### src/rtl/prl_pkg.sv
// Shared encodings for the protocol-layer TX packer: message and SOP types,
// header field positions, result codes and FSM states.
package prl_pkg;

  localparam logic [1:0] MSG_CONTROL  = 2'd0;
  localparam logic [1:0] MSG_DATA     = 2'd1;
  localparam logic [1:0] MSG_EXTENDED = 2'd2;
  localparam logic [1:0] MSG_ILLEGAL  = 2'd3;

  localparam logic [2:0] SOP_SOP         = 3'd0;
  localparam logic [2:0] SOP_SOP_P       = 3'd1;
  localparam logic [2:0] SOP_SOP_PP      = 3'd2;
  localparam logic [2:0] SOP_ORDERED_MIN = 3'd3;

  localparam int HDR_TYPE_LSB  = 0;
  localparam int HDR_DROLE_BIT = 5;
  localparam int HDR_REV_LSB   = 6;
  localparam int HDR_PROLE_BIT = 8;
  localparam int HDR_ID_LSB    = 9;
  localparam int HDR_NDO_LSB   = 12;
  localparam int HDR_EXT_BIT   = 15;

  localparam logic [1:0] RESULT_SUCCESS  = 2'd0;
  localparam logic [1:0] RESULT_REJECTED = 2'd3;

  typedef enum logic [2:0] {
    ST_IDLE       = 3'd0,
    ST_HEADER     = 3'd1,
    ST_EXT_HEADER = 3'd2,
    ST_DATA       = 3'd3,
    ST_WAIT_DONE  = 3'd4
  } state_e;

  // Data-object count advertised for an extended message: the payload is the
  // 2-byte extended header plus ex_data_size bytes, rounded up to whole words.
  function automatic logic [2:0] ext_num_do(input logic [8:0] size);
    logic [9:0] words;
    words = ({1'b0, size} + 10'd5) >> 2;
    return (words > 10'd7) ? 3'd7 : words[2:0];
  endfunction

endpackage

### src/rtl/prl_tx_message_packer.sv
// USB PD protocol-layer TX packer: builds the message header (and extended
// header), then hands header and data objects to the PHY one byte per pull.
//
// state       | meaning
// ------------+---------------------------------------------------------
// IDLE        | waiting for a request from the protocol-layer TX FSM
// HEADER      | presenting the 2 message-header bytes
// EXT_HEADER  | presenting the 2 extended-header bytes
// DATA        | presenting data-object bytes, low byte first
// WAIT_DONE   | all bytes consumed (or ordered set only); waiting on PHY
module prl_tx_message_packer
  import prl_pkg::*;
#(
  parameter int MAX_EXT_BYTES = 26
) (
  input  logic        clk,
  input  logic        rst_n,
  input  logic        prl_tx_req,
  input  logic [1:0]  prl_tx_message_type,
  input  logic [2:0]  prl_tx_sop_type,
  input  logic [4:0]  prl_tx_header_type,
  input  logic [2:0]  prl_tx_message_id,
  input  logic        prl_tx_data_role,
  input  logic        prl_tx_power_role,
  input  logic [1:0]  prl_tx_spec_rev,
  input  logic [2:0]  prl_tx_num_do,
  input  logic [8:0]  prl_tx_ex_data_size,
  output logic [2:0]  prl_tx_do_index,
  input  logic [31:0] prl_tx_do_data,
  output logic        prl2phy_tx_packet_en,
  output logic [2:0]  prl2phy_tx_packet_type,
  output logic [7:0]  prl2phy_tx_payload,
  output logic        prl2phy_tx_payload_last,
  input  logic        phy2prl_tx_payload_req,
  input  logic        phy2prl_tx_packet_done,
  input  logic [1:0]  phy2prl_tx_packet_result,
  output logic        prl_tx_busy,
  output logic        prl_tx_message_done,
  output logic [1:0]  prl_tx_message_result
);

  localparam logic [8:0] MAX_EXT = 9'(MAX_EXT_BYTES);

  state_e      state, state_next;
  logic [1:0]  msg_type_q;
  logic [15:0] header_q, ext_header_q;
  logic [5:0]  data_len_q;
  logic [4:0]  pos_q;
  logic        req_illegal, accept, reject, advance;
  logic [2:0]  num_do_field;
  logic [15:0] header_next, ext_header_next;
  logic [5:0]  data_len_next;

  // Request legality, header/extended-header assembly and payload length.
  always_comb begin
    req_illegal = (prl_tx_message_type == MSG_ILLEGAL) ||
                  (prl_tx_message_type == MSG_DATA && prl_tx_num_do == 3'd0) ||
                  (prl_tx_message_type == MSG_EXTENDED &&
                   (prl_tx_ex_data_size == 9'd0 || prl_tx_ex_data_size > MAX_EXT));
    num_do_field = 3'd0;
    if (prl_tx_message_type == MSG_DATA) num_do_field = prl_tx_num_do;
    else if (prl_tx_message_type == MSG_EXTENDED) num_do_field = ext_num_do(prl_tx_ex_data_size);
    header_next = '0;
    header_next[HDR_TYPE_LSB +: 5] = prl_tx_header_type;
    header_next[HDR_DROLE_BIT]     = prl_tx_data_role;
    header_next[HDR_REV_LSB +: 2]  = prl_tx_spec_rev;
    header_next[HDR_PROLE_BIT]     = prl_tx_power_role;
    header_next[HDR_ID_LSB +: 3]   = prl_tx_message_id;
    header_next[HDR_NDO_LSB +: 3]  = num_do_field;
    header_next[HDR_EXT_BIT]       = (prl_tx_message_type == MSG_EXTENDED);
    // chunked=1, chunk 0, no chunk request, reserved 0
    ext_header_next = {1'b1, 4'd0, 1'b0, 1'b0, prl_tx_ex_data_size};
    data_len_next = (prl_tx_message_type == MSG_EXTENDED) ? prl_tx_ex_data_size[5:0]
                                                          : {1'b0, prl_tx_num_do, 2'b00};
  end

  // State register.
  always_ff @(posedge clk or negedge rst_n) begin
    if (!rst_n) state <= ST_IDLE;
    else        state <= state_next;
  end

  // Next state, byte mux and last-byte flag.
  always_comb begin
    state_next              = state;
    accept                  = 1'b0;
    reject                  = 1'b0;
    advance                 = 1'b0;
    prl2phy_tx_payload      = 8'd0;
    prl2phy_tx_payload_last = 1'b0;
    unique case (state)
      ST_IDLE: begin
        if (prl_tx_req) begin
          if (req_illegal) reject = 1'b1;
          else begin
            accept     = 1'b1;
            state_next = (prl_tx_sop_type >= SOP_ORDERED_MIN) ? ST_WAIT_DONE : ST_HEADER;
          end
        end
      end
      ST_HEADER: begin
        prl2phy_tx_payload      = pos_q[0] ? header_q[15:8] : header_q[7:0];
        prl2phy_tx_payload_last = (msg_type_q == MSG_CONTROL) && pos_q[0];
        if (phy2prl_tx_payload_req) begin
          advance = 1'b1;
          if (pos_q[0]) begin
            if (msg_type_q == MSG_EXTENDED)  state_next = ST_EXT_HEADER;
            else if (msg_type_q == MSG_DATA) state_next = ST_DATA;
            else                             state_next = ST_WAIT_DONE;
          end
        end
      end
      ST_EXT_HEADER: begin
        prl2phy_tx_payload = pos_q[0] ? ext_header_q[15:8] : ext_header_q[7:0];
        if (phy2prl_tx_payload_req) begin
          advance = 1'b1;
          if (pos_q[0]) state_next = ST_DATA;
        end
      end
      ST_DATA: begin
        unique case (pos_q[1:0])
          2'd0: prl2phy_tx_payload = prl_tx_do_data[7:0];
          2'd1: prl2phy_tx_payload = prl_tx_do_data[15:8];
          2'd2: prl2phy_tx_payload = prl_tx_do_data[23:16];
          default: prl2phy_tx_payload = prl_tx_do_data[31:24];
        endcase
        prl2phy_tx_payload_last = ({1'b0, pos_q} == data_len_q - 6'd1);
        if (phy2prl_tx_payload_req) begin
          advance = 1'b1;
          if (prl2phy_tx_payload_last) state_next = ST_WAIT_DONE;
        end
      end
      default: ;
    endcase
    // PHY completion (or abort) ends the message from any active state.
    if (state != ST_IDLE && phy2prl_tx_packet_done) state_next = ST_IDLE;
  end

  // Request capture; byte position restarts at every state change.
  always_ff @(posedge clk or negedge rst_n) begin
    if (!rst_n) begin
      msg_type_q             <= MSG_CONTROL;
      header_q               <= '0;
      ext_header_q           <= '0;
      data_len_q             <= '0;
      pos_q                  <= '0;
      prl2phy_tx_packet_type <= '0;
    end else begin
      if (accept) begin
        msg_type_q             <= prl_tx_message_type;
        header_q               <= header_next;
        ext_header_q           <= ext_header_next;
        data_len_q             <= data_len_next;
        prl2phy_tx_packet_type <= prl_tx_sop_type;
      end
      if (state_next != state) pos_q <= '0;
      else if (advance)        pos_q <= pos_q + 5'd1;
    end
  end

  // Start pulse to the PHY and completion pulse/result upstream.
  always_ff @(posedge clk or negedge rst_n) begin
    if (!rst_n) begin
      prl2phy_tx_packet_en  <= 1'b0;
      prl_tx_message_done   <= 1'b0;
      prl_tx_message_result <= RESULT_SUCCESS;
    end else begin
      prl2phy_tx_packet_en <= accept;
      prl_tx_message_done  <= 1'b0;
      if (reject) begin
        prl_tx_message_done   <= 1'b1;
        prl_tx_message_result <= RESULT_REJECTED;
      end else if (state != ST_IDLE && phy2prl_tx_packet_done) begin
        prl_tx_message_done   <= 1'b1;
        prl_tx_message_result <= phy2prl_tx_packet_result;
      end
    end
  end

  assign prl_tx_busy     = (state != ST_IDLE);
  assign prl_tx_do_index = (state == ST_DATA) ? pos_q[4:2] : 3'd0;

endmodule

### config.mk
export PLATFORM = sky130hd
export DESIGN_NAME = prl_tx_message_packer
export DESIGN_NICKNAME = d
export VERILOG_FILES = /design/src/rtl/prl_pkg.sv /design/src/rtl/prl_tx_message_packer.sv
export SDC_FILE = /design/constraint.sdc
export NUM_CORES = 1
export LEC_CHECK = 0
export BUFFER_PORTS_ARGS = -buffer_cell sky130_fd_sc_hd__buf_2
export CAP_MARGIN = 0
export CORE_UTILIZATION = 40
export DETAILED_ROUTE_END_ITERATION = 10
export GPL_TIMING_DRIVEN = 0
export PLACE_DENSITY = 0.75
export SYNTH_ARGS = -nofsm -noshare
export SYNTH_HDL_FRONTEND = slang
export SYNTH_SLANG_ARGS = --single-unit
### constraint.sdc
create_clock -name clk -period 4.44 [get_ports clk]
set_input_delay 0.444 -clock clk [delete_from_list [all_inputs] [get_ports clk]]
set_output_delay 0.444 -clock clk [all_outputs]
set_load 0.01 [all_outputs]
; ---- Yosys cells after proc, flatten, opt, wreduce, memory -nomap -nowiden
; Index checks and enable logic that the tools add are counted.
[word_totals]
ff_bits = 49
latch_bits = 0
mem_bits_rw = 0
romBits = 0
output_inout_bits = 20
word_cells = 81
n_memories = 0
[op_classes]
add_sub_neg = 3
n_mul = 0
div_mod_pow = 0
magnitude_cmp = 3
n_eq_ne = 12
n_shift = 0
mux = 37
n_bitwise = 0
n_reduce_logical = 16
[ops]
columns = op, n
row1 = 3-bit two-way mux, 16
row2 = 8-bit one-hot mux with 3 select lines, 2
row3 = 8-bit two-way mux, 2
row4 = 3-bit one-hot mux with 4 select lines, 1
row5 = "9-bit by 3-bit adder with 10-bit output, second input constant", 1
row6 = 1-bit two-way mux, 10
row7 = 5-bit two-way mux, 2
row8 = "9-bit by 5-bit > comparator with 1-bit output, second input constant", 1
row9 = 9-bit logical NOT, 1
row10 = "2-bit equality test, second input constant", 4
row11 = "8-bit by 3-bit > comparator with 1-bit output, second input constant", 1
row12 = "2-bit by 1-bit equality test with 1-bit output, second input constant", 3
row13 = "3-bit by 2-bit equality test with 1-bit output, second input constant", 2
row14 = 5-bit by 6-bit equality test with 1-bit output, 1
row15 = 3-bit logical NOT, 2
row16 = 6-bit two-way mux, 1
row17 = "6-bit by 1-bit subtractor with 6-bit output, second input constant", 1
row18 = "5-bit by 1-bit adder with 5-bit output, second input constant", 1
row19 = 1-bit logical AND, 4
row20 = 2-bit logical NOT, 2
row21 = 2-bit two-way mux, 2
row22 = 2-bit nonzero test, 2
row23 = "3-bit by 1-bit equality test with 1-bit output, second input constant", 1
row24 = "3-bit by 2-bit greater-or-equal comparator with 1-bit output, second input constant", 1
row25 = 5 further kinds, 7

; ---- Logic depth before layout (Yosys ltp)
; Gate-level depths: netlist of run 1.
[depth]
ltp_word = 10
mapped_depth = 8
ltp_nobuf = 7

; ---- Least setup slack after synthesis of run 1
; No wires, ideal clock.
[synth_timing]
path_type = register to output
from = register pos_q[0]
to = output port prl2phy_tx_payload[2]
arrival_ns = 1.807
setup_slack_ns = 2.189
stages_incl_launch_ff = 9
n_path_buf = 2
cell_sequence = dfrtp_1 -> clkbuf_1 -> inv_1 -> ha_1 -> clkbuf_1 -> a222oi_1 -> o21ai_0 -> a22oi_1 -> o22ai_1
[synth_between]
elab_chain_len = 3
word_cells_on_any_way = 7
classes_between = 2 x eq/ne / 4 x mux / 1 x reduce/logical
[synth_lines]
columns = item, line
row1 = start: declaration, prl_tx_message_packer.sv:48  ; logic [4:0] pos_q;
row2 = start signal: assignment, prl_tx_message_packer.sv:157  ; else if (advance) pos_q <= pos_q + 5'd1;
row3 = "2-bit equality test, or another cell as far along", prl_tx_message_packer.sv:121  ; unique case (pos_q[1:0])
row4 = 8-bit one-hot mux with 3 select lines, prl_tx_message_packer.sv:121
row5 = 8-bit one-hot mux with 3 select lines *, prl_tx_message_packer.sv:91  ; unique case (state)
row6 = end: declaration, prl_tx_message_packer.sv:32  ; output logic [7:0] prl2phy_tx_payload,
; Every way passes the cells marked *; elsewhere a longest branch is shown, timed or not.

; ---- Worst setup path in the final report of run 1
; Same ends and word-level chain as after synthesis.

==> results of run 1 <==
==> metrics by stage <==
stage / utilization [%] / setup slack, ns / std cells / hold WS [ns]
finish: 50.4 / 1.24 / 492 / 0.321
global route: 50.4 / 1.09 / 492 / 0.326
CTS: 50.4 / 1.27 / 492 / 0.343
detailed placement: 49.1 / 1.61 / 484 / 0.461
global placement: 49.1 / 1.64 / 484 / 0.451
floorplan: - / 2.19 / 298 / 0.148
==> report_power, final <==
group	total [mW]	switching, mW	leakage, nW	internal (mW)
Combinational	0.468	0.237	1.04	0.231
Clock	0.284	0.166	0.0506	0.118
Sequential	0.610	0.0641	0.601	0.546
==> path summary, 6_finish.rpt <==
check                                          endpoint  slack, ns  depth (start not counted)
max in group asynchronous      header_q[14]$_DFFE_PN0P_       3.45                          1
min in group clk                header_q[7]$_DFFE_PN0P_       0.35                          2
min reg2reg                ext_header_q[15]$_DFFE_PN0P_       0.49                          1
max                               prl2phy_tx_payload[2]       1.24                          9
max reg2reg                        pos_q[1]$_DFFE_PN0P_       2.07                          6
min                                  state[0]$_DFF_PN0_       0.32                          1
==> cell type report <==
cell class	count	area [um2]
flip-flops and latches	49	1230
plain buffers	18	90.1
inverters	12	45.0
repair buffers	87	435
well taps	99	124
clock buffers	5	68.8
fillers	688	3580
multi-input cells	219	1620
clock inverters	3	28.8
==> worst reg2reg max path: stages (launching register included) <==
cell and delay [ns]:
dfrtp_1 0.43, inv_1 0.06, ha_1 0.22, or3_1 0.37
a31o_2 0.26, nor4_1 0.75, nor4_1 0.13
==> routing by layer <==
| layer | part of all wire [%] | wire length, um | GRT usage, % |
|---|---|---|---|
| met1 | 45 | 3520 | 27.3 |
| met2 | 47 | 3720 | 34.5 |
| met3 | 5.7 | 447 | 3.64 |
| met4 | 2.1 | 162 | 7.04 |
| met5 | 0 | 0 | 0 |
==> registers in the layout, indices dropped and copies added (netlist names), 2 cells and up <==
signal	count
prl_tx_message_result	2
prl2phy_tx_packet_type	3
pos_q	5
header_q	16
state	3
data_len_q	6
ext_header_q	10
msg_type_q	2
==> cell families after synthesis <==
logic type | count (synthesis) | share of synthesized area (%)
AOI/OAI and AO/OA | 76 | 17.7
DFF | 49 | 41.1
muxes | 42 | 16.2
and+or+nand+nor | 84 | 14.5
adders and majority gates | 7 | 2.94
xor gates and xnor gates | 10 | 2.94
buffers and inverters | 30 | 4.53
==> Yosys cell counts, types with 6 or more instances <==
master,instances
a21oi_1,6
a222oi_1,8
a22oi_1,9
clkbuf_1,9
dfrtp_1,49
ha_1,7
inv_1,12
mux2_2,18
mux2_4,8
mux2i_1,16
nand2_1,30
nor2_1,13
nor4_1,7
o21ai_0,24
o22ai_1,8
xnor2_1,7
==> qor.txt, run 1 <==
outcome = completed
Leakage Power = 1.69 nW
worst-margin pin slew = 1.08 ns
# diodes = 0
row count = 31
PostCTS Resize Cnt = 0
Final Setup Violations = 0
library cells used by synthesis = 50
initial antenna violation count = 0
Ports = 88
Setup Crit Path Kind = reg2out
clock buffer depth = 2
Post-DP HPWL = 6050 um
# DRC = 0
Synth Register Bits = 49
Nets = 467
Total GRT Usage = 20.7%
crit-path max cell delay = 0.46 ns
Syn Nets = 373
drt via density = 5.55
I/O Buffers = 87
worst-case clock skew = 0.0153 ns
CP max stage cell = clkbuf_1
drt wl/cell = 15.9 um
CP startpoint = pos_q[0]$_DFFE_PN0P_
clk sinks = 49
GP Congestion = 0.889
CP max FO = 10
reg2reg start = data_len_q[0]$_DFFE_PN0P_
RSZ-0062 raised after global routing = false
Die H = 88.3 um
final wirelength = 7850 um
Max Cap Viol = 0
synthesis-to-finish area growth = 22.0%
mapped cell area = 2980 um2
commonest non-fill, non-tap cells in the layout = buf_2, dfrtp_1, nand2_1
cell mode on critical path = clkbuf_1
ratio of cells with drive above 1 in the final layout = 33.3%
peak supply drop = 0.178 mV
setup bufs post-CTS = 0
htree depth = 2
CP Launch Type = register
crit path time final = 3.20 ns
First-pass DRT Iterations = 5
die area = 7800 um2
vias in the first global route = 2,595
Hold Crit Class = in2async
Critical Path AT = 2.75 ns
YS warnings = 0
Reg clk slew, reported paths = 0.10 ns
root buffer cell = clkbuf_8
dpl cell area = 3540 um2
post-synthesis area per instance = 10.0 um2
Core Footprint = 7210 um2
PnR Total Power = 1.36 mW
largest net degree at the start of global routing = 50
GR Overflow Total = 0
hold buffers post-CTS = 0
DRT iter0 DRCs = 156
Slew headroom = 28.3%
final-report max-slew violation count = 0
cell taking the most area after synthesis = dfrtp_1
crit-path leading delay family = buffers and inverters
commonest non-fill, non-tap cell in the layout = buf_2
Peak Freq = 0.313 GHz
die extent in x = 88.3 um
WP buf/inv = 4
power per cell area = 374 nW/um2
initial core utilization = 41.3%
Critical Path RT = 4.00 ns
crit-path cells = clkbuf_1, inv_1, ha_1, clkbuf_1, a222oi_1, o21ai_0, a22oi_1, o22ai_1, buf_2
Critical Path End Type = output port
register area share after synthesis = 41.1%
first-pass GRT wire length = 12,200 um
Hold Vio Cnt, Final = 0
top_reg_cell synth = dfrtp_1
TritonCTS clock tree = yes
Antenna Nets Post-Route = 0
ys async rst share = 100%
finished layout cell area = 3640 um2
Final period util = 72.0%
via count = 2,730
EDFF count, synth = 0
Yosys top cell area share = 41.1%
Clock Latency Late Sink = 0.31 ns
cell count after synthesis = 298
main area contributors after synthesis = dfrtp_1, mux2_2, mux2i_1
setup TNS = 0 ns
CTS Buf Count = 5
No activity file was read; power rests on OpenSTA's default activity.
==> run 2, diff against run 1 <==
==> constraint.sdc (replaced) <==
create_clock -name clk -period 3 [get_ports clk]
set_input_delay 0.3 -clock clk [delete_from_list [all_inputs] [get_ports clk]]
set_output_delay 0.3 -clock clk [all_outputs]
set_load 0.01 [all_outputs]
==> qor.txt, run 2 (synthesis gave the netlist of run 1 again) <==
First-pass DRT Iterations = 5
Hold Crit Class = in2async
Nets = 466
drt wl/cell = 15.9 um
# diodes = 0
CP max FO = 12
CP max stage cell = dfrtp_2
clock buffer depth = 2
commonest non-fill, non-tap cell in the layout = buf_2
Leakage Power = 1.69 nW
crit path time final = 2.67 ns
initial core utilization = 41.3%
FILL cells = 687
Largest Register = header_q
Critical Path RT = 2.70 ns
reg2reg path depth = 6
Total GRT Usage = 20.7%
Ports = 88
CP Launch Type = register
htree depth = 2
Die H = 88.3 um
final-report max-slew violation count = 0
initial antenna violation count = 0
synthesis-to-finish area growth = 22.0%
DRT iter0 DRCs = 140
final wirelength = 7830 um
RSZ-0062 raised after global routing = false
Final Setup Violations = 0
worst-case clock skew = 0.0149 ns
hold buffers post-CTS = 0
crit-path max cell delay = 0.52 ns
Peak Freq = 0.375 GHz
Post-DP HPWL = 6050 um
clk sinks = 49
Clock Latency Late Sink = 0.31 ns
fin util = 50.4%
die extent in x = 88.3 um
die area = 7800 um2
Final period util = 89.0%
root buffer cell = clkbuf_8
via count = 2,729
GR Overflow Total = 0
row count = 31
worst r2r dst = pos_q[1]$_DFFE_PN0P_
Antenna Nets Post-Route = 0
drt via density = 5.56
CTS Buf Count = 5
TritonCTS clock tree = yes
first-pass GRT wire length = 12,200 um
commonest non-fill, non-tap cells in the layout = buf_2, dfrtp_1, nand2_1
Critical Path End Type = output port
vias in the first global route = 2,588
R2R setup slack = 0.64 ns
Critical Path AT = 2.37 ns
reg2reg start = data_len_q[0]$_DFFE_PN0P_
Setup WS post-layout = 0.331 ns
setup TNS = 0 ns
GP Congestion = 0.889
pre-CTS setup slack = 0.315 ns
Largest regs = header_q: 16 flops, ext_header_q: 10 flops, data_len_q: 6 flops
Hold Vio Cnt, Final = 0
Reg clk slew, reported paths = 0.10 ns
power per cell area = 555 nW/um2
Slew headroom = 28.1%
ratio of cells with drive above 1 in the final layout = 33.7%
Setup Crit Path Kind = reg2out
# DRC = 0
peak supply drop = 0.264 mV
Core Footprint = 7210 um2
largest net degree at the start of global routing = 50
crit-path cells = inv_1, ha_1, clkbuf_1, a222oi_1, o21ai_0, a22oi_1, o22ai_1, buf_2
I/O Buffers = 87
max reg flops = 16
Max Cap Viol = 0
worst-margin pin slew = 1.08 ns
outcome = completed
-- run 2: critical path, delay by kind of cell (launching register included) --
| kind | cells | cell delay [ns] |
|---|---|---|
| adders and majority gates | 1 | 0.16 |
| AOI/OAI and AO/OA | 4 | 0.80 |
| DFF | 1 | 0.52 |
| buffers and inverters | 3 | 0.60 |
-- run 2: cell type report --
cell class | instances | area (um2) | area share, %
timing repair buffer | 87 | 435 | 12.0
buffer | 17 | 86.3 | 2.38
sequential | 49 | 1230 | 33.8
inverter | 12 | 45.0 | 1.24
multi-input combinational | 219 | 1620 | 44.5
clock buffer | 5 | 68.8 | 1.89
clock inverter | 3 | 28.8 | 0.792
tap | 99 | 124 | 3.41
-- run 2: metrics by stage --
| stage | instance area (um2) | total power, mW | instances | hold slack, ns |
|---|---|---|---|---|
| 3_5_place_dp | 3540 | 1.60 | 484 | 0.461 |
| 3_3_place_gp | 3540 | 1.58 | 484 | 0.451 |
| 4_1_cts | 3630 | 2.02 | 491 | 0.199 |
| 5_1_grt | 3630 | 2.14 | 491 | 0.182 |
| 6_report | 3630 | 2.02 | 491 | 0.178 |
| 2_1_floorplan | 2980 | 1.37 | 298 | 0.00441 |
-- run 2: worst max path at each step --
stage / start / endpoint / slack (ns) / cells past startpoint
floorplan: pos_q[0]$_DFFE_PN0P_ / prl2phy_tx_payload[2] / 0.89 / 8
global placement: pos_q[0]$_DFFE_PN0P_ / prl2phy_tx_payload[4] / 0.35 / 9
detailed placement: pos_q[0]$_DFFE_PN0P_ / prl2phy_tx_payload[2] / 0.32 / 9
CTS: pos_q[0]$_DFFE_PN0P_ / prl2phy_tx_payload[2] / 0.18 / 8
global route: pos_q[0]$_DFFE_PN0P_ / prl2phy_tx_payload[4] / 0.16 / 7
finish: pos_q[0]$_DFFE_PN0P_ / prl2phy_tx_payload[4] / 0.33 / 8
-- run 2: power by group --
part	internal (mW)	total (mW)	switching (mW)
Combinational	0.340	0.683	0.343
Clock	0.175	0.421	0.246
Sequential	0.808	0.913	0.105
Total	1.32	2.02	0.693
-- run 2: layer usage --
metal  vias to the layer above  GRT usage, %  wire (um)
met5                         -             0          0
met4                         0          7.04        162
met3                        16          3.64        438
met2                       120          34.4       3680
met1                      1299          27.4       3550
li1                       1294             -          -
-- run 2: repair_timing --
action | in CTS | in global routing
resized for setup | 0 | 1
setup buffers | 0 | 0
setup endpoints to repair | 2 | 2
